## config.mk

```make
export PLATFORM = sky130hd
export DESIGN_NAME = nexys_starship_break_sched
export DESIGN_NICKNAME = d
export VERILOG_FILES = /design/src/rtl/nexys_starship_pkg.sv /design/src/rtl/nexys_starship_lfsr16.sv /design/src/rtl/nexys_starship_break_sched.sv
export SDC_FILE = /design/constraint.sdc
export NUM_CORES = 1
export LEC_CHECK = 0
export CORE_MARGIN = 3
export CORE_UTILIZATION = 50
export DETAILED_ROUTE_END_ITERATION = 16
export GPL_TIMING_DRIVEN = 0
export PLACE_DENSITY = 0.72
export SYNTH_ARGS = -nofsm -noshare
export SYNTH_HDL_FRONTEND = slang
export SYNTH_SLANG_ARGS = --single-unit
```

## constraint.sdc

```tcl
create_clock -name Clk -period 5.34 [get_ports Clk]
set_input_delay 0.534 -clock Clk [delete_from_list [all_inputs] [get_ports Clk]]
set_output_delay 0.534 -clock Clk [all_outputs]
set_load 0.01 [all_outputs]
```

## src/rtl/nexys_starship_pkg.sv

```systemverilog
// nexys_starship_pkg: station indices, scheduler state encodings and LFSR taps
package nexys_starship_pkg;
  localparam int ST_L = 0;
  localparam int ST_R = 1;
  localparam int ST_U = 2;
  localparam int ST_D = 3;
  localparam logic [15:0] LFSR_TAPS = 16'hB400;
  typedef enum logic [3:0] {
    S_IDLE   = 4'b0001,
    S_ARMED  = 4'b0010,
    S_SELECT = 4'b0100,
    S_ISSUE  = 4'b1000
  } state_e;
endpackage

```

## src/rtl/nexys_starship_lfsr16.sv

```systemverilog
// nexys_starship_lfsr16: free-running 16-bit Galois LFSR (x^16+x^14+x^13+x^11+1)
module nexys_starship_lfsr16
  import nexys_starship_pkg::*;
#(
  parameter logic [15:0] SEED = 16'hACE1
) (
  input  logic        Clk,
  input  logic        Reset,
  output logic [15:0] lfsr_o
);
  logic [15:0] lfsr_q;
  always_ff @(posedge Clk)
    if (Reset) lfsr_q <= SEED;
    else lfsr_q <= (lfsr_q >> 1) ^ (lfsr_q[0] ? LFSR_TAPS : 16'h0);
  assign lfsr_o = lfsr_q;
endmodule

```

## src/rtl/nexys_starship_break_sched.sv

```systemverilog
// nexys_starship_break_sched: paced, capped break scheduler for the four repair stations
module nexys_starship_break_sched
  import nexys_starship_pkg::*;
#(
  parameter int          NUM_ST           = 4,
  parameter int          COOLDOWN_TICKS   = 8,
  parameter int          MIN_COOLDOWN     = 2,
  parameter int          MAX_BROKEN       = 2,
  parameter int          BREAKS_PER_LEVEL = 16,
  parameter logic [15:0] LFSR_SEED        = 16'hACE1
) (
  input  logic              Clk,
  input  logic              Reset,
  input  logic              timer_tick,
  input  logic              play_flag,
  input  logic              gameover_ctrl,
  input  logic [NUM_ST-1:0] broken,
  input  logic [NUM_ST-1:0] shield,
  output logic [NUM_ST-1:0] break_pulse,
  output logic [3:0]        break_combo,
  output logic [2:0]        broken_cnt,
  output logic [2:0]        level,
  output logic              q_BS_Idle,
  output logic              q_BS_Armed,
  output logic              q_BS_Select,
  output logic              q_BS_Issue
);
  state_e      state_q;
  logic [4:0]  cool_q;
  logic [7:0]  issue_cnt_q;
  logic [2:0]  level_q;
  logic [15:0] lfsr;
  logic [NUM_ST-1:0] elig;
  logic [1:0]  sel;
  logic [3:0]  combo_d;
  logic [2:0]  level_d;
  logic [4:0]  cool_diff, cool_d;
  logic        issue_wrap, unused_lfsr;

  function automatic logic [1:0] pick(input logic [3:0] e, input logic [1:0] s);
    logic [1:0] r;
    r = s;
    for (int k = 3; k >= 0; k--) if (e[s + 2'(k)]) r = s + 2'(k);
    return r;
  endfunction

  nexys_starship_lfsr16 #(.SEED(LFSR_SEED)) u_lfsr (.Clk(Clk), .Reset(Reset), .lfsr_o(lfsr));

  assign unused_lfsr = ^{lfsr[15:8], lfsr[3:2]};
  assign elig        = ~broken & ~shield;
  assign sel         = pick(elig, lfsr[1:0]);
  assign combo_d     = lfsr[7:4] == 4'h0 ? 4'h1 : lfsr[7:4];
  assign broken_cnt  = 3'($countones(broken));
  assign issue_wrap  = issue_cnt_q == 8'(BREAKS_PER_LEVEL - 1);
  assign level_d     = issue_wrap && level_q != 3'd7 ? level_q + 3'd1 : level_q;
  // sign bit of the 5-bit difference flags an over-ramped level
  assign cool_diff   = 5'(COOLDOWN_TICKS) - {2'b00, level_d};
  assign cool_d      = cool_diff[4] || cool_diff < 5'(MIN_COOLDOWN) ? 5'(MIN_COOLDOWN) : cool_diff;

  always_ff @(posedge Clk) begin
    if (Reset) begin
      state_q     <= S_IDLE;
      break_pulse <= '0;
      break_combo <= '0;
      level_q     <= '0;
      cool_q      <= '0;
      issue_cnt_q <= '0;
    end else begin
      break_pulse <= '0;
      if (gameover_ctrl) state_q <= S_IDLE;
      else case (state_q)
        S_IDLE: begin
          cool_q <= 5'(COOLDOWN_TICKS);
          if (play_flag) begin
            state_q     <= S_ARMED;
            level_q     <= '0;
            issue_cnt_q <= '0;
          end
        end
        S_ARMED:
          if (!play_flag) state_q <= S_IDLE;
          else if (cool_q == '0) begin
            if (broken_cnt < 3'(MAX_BROKEN)) state_q <= S_SELECT;
          end else if (timer_tick) cool_q <= cool_q - 5'd1;
        S_SELECT:
          if (!play_flag) state_q <= S_IDLE;
          else if (elig == '0) begin
            state_q <= S_ARMED;
            cool_q  <= 5'd1;
          end else begin
            state_q     <= S_ISSUE;
            break_pulse <= NUM_ST'(1) << sel;
            break_combo <= combo_d;
          end
        S_ISSUE: begin
          state_q     <= S_ARMED;
          issue_cnt_q <= issue_wrap ? '0 : issue_cnt_q + 8'd1;
          level_q     <= level_d;
          cool_q      <= cool_d;
        end
        default: state_q <= S_IDLE;
      endcase
    end
  end

  assign level       = level_q;
  assign q_BS_Idle   = state_q == S_IDLE;
  assign q_BS_Armed  = state_q == S_ARMED;
  assign q_BS_Select = state_q == S_SELECT;
  assign q_BS_Issue  = state_q == S_ISSUE;
endmodule

```

## Yosys cells after proc, flatten, opt, wreduce, memory -nomap -nowiden

Index checks and enable logic that the tools add are counted.

| cells by class | value |
|---|---|
| equal/unequal tests | 14 |
| $add $sub $neg | 10 |
| shifts and indexed selects | 1 |
| bitwise gates (word level) | 8 |
| mux-type cells | 34 |
| reductions and logical operators | 13 |
| order comparisons | 6 |

Operators by type and width:

| cell | count |
|---|---|
| $mux 5 | 6 |
| $mux 4 | 7 |
| $pmux 5 s4 | 1 |
| $mux 16 | 1 |
| $mux 8 | 2 |
| $pmux 4 s4 | 1 |
| $pmux 8 s2 | 1 |
| $xor 15x16->16 | 1 |
| $lt 2x3->1 const B | 4 |
| $ne 2x2->1 const B | 5 |
| $add 8x1->8 const B | 1 |
| $bmux 1 s2 | 4 |
| $eq 8x4->1 const B | 1 |
| $logic_not 4->1 | 2 |
| $mux 2 | 4 |
| $not 4->4 | 2 |
| $reduce_and 7->1 | 1 |
| $mux 3 | 2 |
| $ne 3x2->1 const B | 2 |
| $pmux 3 s2 | 1 |
| $reduce_and 3->1 | 2 |
| $logic_not 5->1 | 1 |
| $lt 5x2->1 const B | 1 |
| $reduce_or 5->1 | 1 |
| other kinds (24) | 32 |

| word-level totals | value |
|---|---|
| logic and storage cells | 93 |
| register bits | 44 |
| output and inout bits | 18 |
| input bits | 13 |

## Depth between registers and ports, before layout

Gate-level depths: netlist (run 1).

| logic depth | value |
|---|---|
| word-level depth | 9 |
| gate-level depth with buffers | 7 |
| mapped depth without buffers | 7 |

## Modules after synthesis

From an unflattened synthesis (run 1), not the netlist that was laid out.

| second synthesis, totals | value |
|---|---|
| cell total of the unflattened synthesis | 248 |
| area total of the unflattened synthesis | 2229.6 sq um |

Modules (own cells, without submodules):

| module | instances | sequential area each (sq um) | cells each | area each (sq um) |
|---|---|---|---|---|
| nexys_starship_break_sched | 1 | 560.5 | 212 | 1766.7 |
| nexys_starship_lfsr16 | 1 | 320.3 | 36 | 462.9 |

## Least setup slack after synthesis (run 1)

OpenSTA, ideal clock, no wires.

| timing | value |
|---|---|
| path kind | input -> output |
| from | in broken[0] |
| to | out broken_cnt[1] |
| stages | 3 |
| required time | 4806 ps |
| slack | 3302 ps |
| data arrival time | 1504 ps |
| path buffers | 0 |
| cells stage by stage | fa_1 > ha_1 > ha_1 |

| on the way | value |
|---|---|
| cells in the longest elaborated chain, start to end | 2 |

Ends and longest elaborated chain:

| element | RTL line | RTL |
|---|---|---|
| start, declared | nexys_starship_break_sched.sv:17 | `input logic [NUM_ST-1:0] broken,` |
| $add 1x1->2 (implied by the code) | nexys_starship_break_sched.sv:53 | `assign broken_cnt = 3'($countones(broken));` |
| $add 2x2->3 (implied by the code) | nexys_starship_break_sched.sv:53 |  |
| end, declared | nexys_starship_break_sched.sv:21 | `output logic [2:0] broken_cnt,` |

Every way passes these cells.

## Final worst setup path (run 1)

Ends and elaborated chain as after synthesis.

==> results of run 1 <==
## final timing paths
check | startpoint | to
worst max register to register | state_q[3]$_SDFFE_PP0P_ | cool_q[2]$_SDFFE_PP0P_
worst min register to register | u_lfsr.lfsr_o[12]$_SDFF_PP0_ | u_lfsr.lfsr_o[11]$_SDFF_PP1_
worst min-delay path | u_lfsr.lfsr_o[12]$_SDFF_PP0_ | u_lfsr.lfsr_o[11]$_SDFF_PP1_
worst max-delay path | broken[0] | broken_cnt[1]
## flip-flops by register name (all words and copies together), names as in the netlist
name / flops
cool_q: 5
break_pulse: 4
issue_cnt_q: 8
state_q: 4
break_combo: 4
level: 3
u_lfsr.lfsr_o: 16
## worst max-delay path: stages
cell             delay (ps)
clkdlybuf4s50_1         640
fa_1                    450
ha_1                    210
ha_1                    270
clkdlybuf4s50_1         530
## cell type report
| cell class | instances | area, sq um |
|---|---|---|
| fill | 349 | 1460 |
| multi-input combinational | 177 | 1180 |
| clock inverter | 2 | 38.8 |
| inverter | 8 | 31.3 |
| clock buffer | 6 | 82.6 |
| timing repair buffer | 29 | 290 |
| sequential | 44 | 881 |
| buffer | 7 | 26.3 |
| tap | 50 | 62.6 |
## layout by cell type, fill, tap and decap left out, types with 2 or more instances in the layout
cell type and count:
nor4b_1 2, a21oi_2 2, and2_1 3, a21oi_1 6, nor2b_1 10, o22ai_1 3, inv_1 6, a32oi_1 3
clkbuf_1 6, xor2_1 6, nand4_1 2, o21ai_1 4, and3_1 3, nand3_1 3, o32ai_1 2, clkbuf_8 6
nor2_1 36, a311oi_1 2, nand3b_1 4, clkdlybuf4s50_1 29, o31ai_1 2, nand2b_1 3, nand2_1 13, nor3b_1 3
mux2i_1 6, o21ai_0 7, nor3_1 8, dfxtp_1 44, or2_2 8, ha_1 7, xnor2_1 6
## kinds of logic (layout without fill, tap and decap cells)
family | count (synthesis) | after routing
buffers and inverters | 15 | 52
AO/OA/AOI/OAI | 43 | 43
flip-flops | 44 | 44
multiplexers | 6 | 6
XOR/XNOR | 12 | 12
AND/OR/NAND/NOR | 108 | 108
adder cells (fa/ha/maj) | 8 | 8
## layer usage
metal | vias up | share of wire
li1 | 906 | -
met1 | 787 | 0.51
met2 | 41 | 0.41
met3 | 9 | 0.054
met4 | 0 | 0.021
met5 | - | 0
## power by group through the flow
stage	Combinational (W)	Clock [W]	Sequential, W
after floorplan	0.0000475	0	0.000351
after global placement	0.0000738	0	0.000352
after detailed placement	0.0000749	0	0.000352
after CTS	0.0000755	0.000276	0.000345
after global routing	0.0000846	0.000286	0.000346
final	0.0000748	0.000269	0.000344
## through the flow
step / hold WS [ps] / util / instance area [sq um] / setup slack [ps]
after floorplan: 389 / - / 2120 / 3300
after global placement: 393 / 0.609 / 2470 / 2210
after detailed placement: 397 / 0.609 / 2470 / 2180
after CTS: 420 / 0.639 / 2590 / 2170
after global routing: 432 / 0.639 / 2590 / 2100
final: 412 / 0.639 / 2590 / 2170
==> summary.txt, run 1 <==
Non-filler cells, final - 323
Vias in the first global route - 1687
Clk slew on worst S/H paths - 90 ps
Area of the mapped netlist - 2120 sq um
Hold Buf Count CTS - 0
Slew margin rel. - 0.635
Fmax achieved - 0.316 GHz
CTS resizes - 0
Adder-cell share of the synthesized area - 0.0508
Post-route ant nets - 0
Internal - 0.000529 W
GRT Max-Usage Layer - met2
Starting Density - 0.522
Status - finished clean
Fin. max-slew vios - 0
Via count - 1743
Synth top cells by count - dfxtp_1 (44), nor2_1 (36), nand2_1 (13), nor2b_1 (10)
Req. time, crit path - 4810 ps
TritonCTS clock tree - yes
Pwr Density - 265 nW/um^2
Cell count after placement - 315
Die area - 5060 sq um
Post-Synth XOR/XNOR Area - 0.0496
Seq/Total Area, Yosys - 0.416
VDD IR max - 0.216 mV
Die Ht - 71.1 microns
Min Tclk post-route - 3170 ps
Compound-Gate Fraction of Synth Area - 0.143
Input/output buffers - 29
RSZ-0062 raised after global routing - false
Total gr overflow - 0
Hold Violations, Final - 0
Mux cell area share after synthesis - 0.0283
Overall power - 0.000688 W
First-pass detailed-route iteration total - 4
Share of the synthesized area in the top cell type - 0.416
Comb pwr share - 0.109
CTS Buf Count - 5
Syn nets - 257
Post-synthesis simple-gate area fraction - 0.285
Gr usage total - 0.185
Post-synth ARST share - 0
M2 GR Usage - 0.269
Met1 capacity usage during global routing - 0.262
Bufs on Longest Clock Path - 2
First-pass GRT wire length - 7490 microns
Area grow syn2layout - 22.4%
Flop pwr share - 0.500
Row count - 23
Initial antenna violation count - 0
Post-route DRC violation count - 0
Max-cap violations - 0
EDFF count, synth - 0
DRT iter0 DRCs - 124
Worst setup EP type - primary output
Hold Path Class - reg -> reg
Sw frac - 0.231
Startpoint types - input port
Core area - 4060 sq um
R2R depth - 7
Die Width - 71.1 microns
Min-Delay Path Depth - 1
Count leader, synth - dfxtp_1
Leading area contributor after synthesis - dfxtp_1
WP data arrival - 2630 ps
R2R Setup Slk - 3280 ps
Final wirelength - 4270 microns
Clock power frac - 0.391
Largest family of logic cells by synthesized area - simple AND/OR/NAND/NOR gates
Syn Area/Cell - 8.98 sq um
HPWL after DPL - 3190 microns
Mapped Cells - 236
Final Skew - 8.59 ps
Psw - 0.000159 W
Top FF cell, synth - dfxtp_1
CP Max Fanout - 6
Clock sinks - 44
GR Util met3 - 0.0398
Yosys reg bits - 44
Fraction of layout cells with a size suffix above 1 - 0.0952
Clk Tree Root Cell - clkbuf_8
Final GP Congestion - 0.831
I/O pin cnt - 31
Dominant cells by area after synthesis - dfxtp_1 (42%), nor2_1 (6.4%), ha_1 (4.1%)
Nets - 293
Leak pwr - 1.01 nW
Setup TNS - 0 ps
Kind of critical path - in -> out
Postcts setup bufs - 0
Actual slew at the worst max-slew pin - 540 ps
Largest net degree at the start of global routing - 15
Yosys cell types - 55
Final setup fails - 0
H-tree depth - 2
Drt wl/cell - 13.2 microns
Tcrit/Tclk final - 0.593
Clock Latency Late Sink - 300 ps
Diode count - 0
Post-DR vias/cell - 5.40
Yosys warns - 0
Power figures use the tool's default switching activity.
==> run 2: changes to the inputs <==
--- a/config.mk
+++ b/config.mk
@@ -6,10 +6,10 @@
 export NUM_CORES = 1
 export LEC_CHECK = 0
 export CORE_MARGIN = 3
-export CORE_UTILIZATION = 50
+export CORE_UTILIZATION = 48
 export DETAILED_ROUTE_END_ITERATION = 16
 export GPL_TIMING_DRIVEN = 0
-export PLACE_DENSITY = 0.72
+export PLACE_DENSITY = 0.73
 export SYNTH_ARGS = -nofsm -noshare
 export SYNTH_HDL_FRONTEND = slang
 export SYNTH_SLANG_ARGS = --single-unit
==> constraint.sdc (replaced) <==
create_clock -name Clk -period 2.79 [get_ports Clk]
set_input_delay 0.279 -clock Clk [delete_from_list [all_inputs] [get_ports Clk]]
set_output_delay 0.279 -clock Clk [all_outputs]
set_load 0.01 [all_outputs]
==> run 2 against run 1 <==
Against the previous run: non-clock buffer count did not move; via count rose by 1.1%; utilization fell by 1.0 points; clock power grew 84%; total power is 89% higher; flip-flop and latch count is the same; critical endpoint unchanged; largest cell class unchanged.
==> summary.txt, run 2 (synthesized netlist as in run 1, its figures left out) <==
Largest net degree at the start of global routing - 16 (+1)
Worst setup path end - broken_cnt[1]
Gr usage total - 0.179 (-0.00614)
Clock sinks - 44 (unchanged)
Slew margin rel. - 0.623 (-0.0116)
Max reg flops - 16 (unchanged)
Total gr overflow - 0 (unchanged)
Die Width - 72.5 microns (+1.9%)
WP data arrival - 2360 ps (-270 ps)
Starting Density - 0.515 (-0.00731)
Hold Path Class - in -> reg
First-pass GRT wire length - 7490 microns (about the same)
Critical Path Source - broken[0]
Cell count after placement - 315 (unchanged)
Met1 capacity usage during global routing - 0.256 (-0.00636)
Input/output buffers - 29 (unchanged)
Diode count - 0 (unchanged)
H-tree depth - 2 (unchanged)
M2 GR Usage - 0.263 (-0.00590)
Final wirelength - 4340 microns (+1.6%)
Worst r2r src - state_q[3]$_SDFFE_PP0P_
Actual slew at the worst max-slew pin - 557 ps (+17.2 ps)
CTS Buf Count - 5 (unchanged)
Die area - 5250 sq um (+3.8%)
Final GP Congestion - 0.825 (-0.69%)
TritonCTS clock tree - yes
Bufs on Longest Clock Path - 2 (unchanged)
Fraction of layout cells with a size suffix above 1 - 0.0952 (unchanged)
Fmax achieved - 0.379 GHz
DRT iter0 DRCs - 67 (-46%)
Leak pwr - 1.01 nW (-0.30%)
Non-filler cells, final - 323 (unchanged)
Core area - 4120 sq um (+1.4%)
Post-route setup slack - 150 ps (-2020 ps)
CP Max Fanout - 6 (unchanged)
RSZ-0062 raised after global routing - false
Via count - 1763 (+1.1%)
GR Util met3 - 0.0499 (+0.0101)
I/O pin cnt - 31 (unchanged)
Kind of critical path - in -> out
Vias in the first global route - 1656 (-1.8%)
Tcrit/Tclk final - 0.946
Max-cap violations - 0 (unchanged)
R2R depth - 7 (unchanged)
Hold Violations, Final - 0 (unchanged)
Commonest cells after routing, fill and taps aside - dfxtp_1 (44), nor2_1 (36), clkdlybuf4s50_1 (29)
Pwr Density - 502 nW/um^2 (+89%)
Clk slew on worst S/H paths - 90 ps (about the same)
CTS resizes - 0 (unchanged)
Fin. max-slew vios - 0 (unchanged)
R2R Setup Slk - 730 ps (-2550 ps)
VDD IR max - 0.350 mV (+62%)
Status - finished clean
Die Ht - 72.5 microns (+1.9%)
Nets - 293 (unchanged)
First-pass detailed-route iteration total - 4 (unchanged)
Final Skew - 3.89 ps (-4.70 ps)
Post-route ant nets - 0 (unchanged)
Clk Tree Root Cell - clkbuf_8
Hold Buf Count CTS - 0 (unchanged)
Min Tclk post-route - 2640 ps
Post-DR vias/cell - 5.46 (+1.1%)
Setup TNS - 0 ps (unchanged)
Worst setup EP type - primary output
Drt wl/cell - 13.4 microns (+1.6%)
GRT Max-Usage Layer - met2
Row count - 23 (unchanged)
Startpoint types - input port
Finished Core Util - 0.629 (-0.0102)
Initial antenna violation count - 0 (unchanged)
Clock Latency Late Sink - 300 ps (about the same)
Post-route DRC violation count - 0 (unchanged)
HPWL after DPL - 3190 microns (about the same)
Dpl ws - 143 ps (-2040 ps)
Req. time, crit path - 2510 ps (-2300 ps)
Final setup fails - 0 (unchanged)
Commonest non-fill, non-tap cell in the layout - dfxtp_1
R2r endpoint - cool_q[2]$_SDFFE_PP0P_
Postcts setup bufs - 0 (unchanged)
Area grow syn2layout - 22.1%
-- run 2: metal layers --
layer  vias up  wire [microns]
met4         0              44
met2        39            1830
met3         6             226
li1        904               -
met5         -               0
met1       814            2240
-- run 2: cell type report --
cell class                 instances  area, sq um
clock inverter                     3         47.5
inverter                           8         31.3
buffer                             7         26.3
fill                             374         1530
sequential                        44          881
clock buffer                       5         68.8
timing repair buffer              29          290
tap                               50         62.6
multi-input combinational        177         1180
-- run 2: how the worst min path moves through the flow --
stage                            startpoint                      endpoint  slack, ps  cells after the start
6_report                              Reset   u_lfsr.lfsr_o[3]$_SDFF_PP0_        350                      2
5_1_grt                               Reset   u_lfsr.lfsr_o[4]$_SDFF_PP0_        370                      2
4_1_cts                               Reset   u_lfsr.lfsr_o[2]$_SDFF_PP0_        340                      2
3_5_place_dp    u_lfsr.lfsr_o[8]$_SDFF_PP0_   u_lfsr.lfsr_o[7]$_SDFF_PP1_        400                      1
3_3_place_gp   u_lfsr.lfsr_o[12]$_SDFF_PP0_  u_lfsr.lfsr_o[11]$_SDFF_PP1_        390                      1
2_1_floorplan  u_lfsr.lfsr_o[12]$_SDFF_PP0_  u_lfsr.lfsr_o[11]$_SDFF_PP1_        390                      1
-- run 2: critical path, stage by stage --
cell,delay (ps)
clkdlybuf4s50_1,530
fa_1,530
ha_1,210
ha_1,280
clkdlybuf4s50_1,530
-- run 2: power breakdown --
part / total [W] / leakage [nW] / switching [W] / internal (W)
registers: 0.000659 / 0.360 / 0.0000113 / 0.000648
logic: 0.000144 / 0.591 / 0.0000713 / 0.0000727
clock network: 0.000496 / 0.0583 / 0.000227 / 0.000270
-- run 2: through the flow --
step	cell area, sq um	hold slack [ps]	total power, W
after CTS	2590	338	0.00132
after detailed placement	2470	403	0.000818
after floorplan	2120	389	0.000762
after global placement	2470	392	0.000815
final	2590	347	0.00130
after global routing	2590	371	0.00136
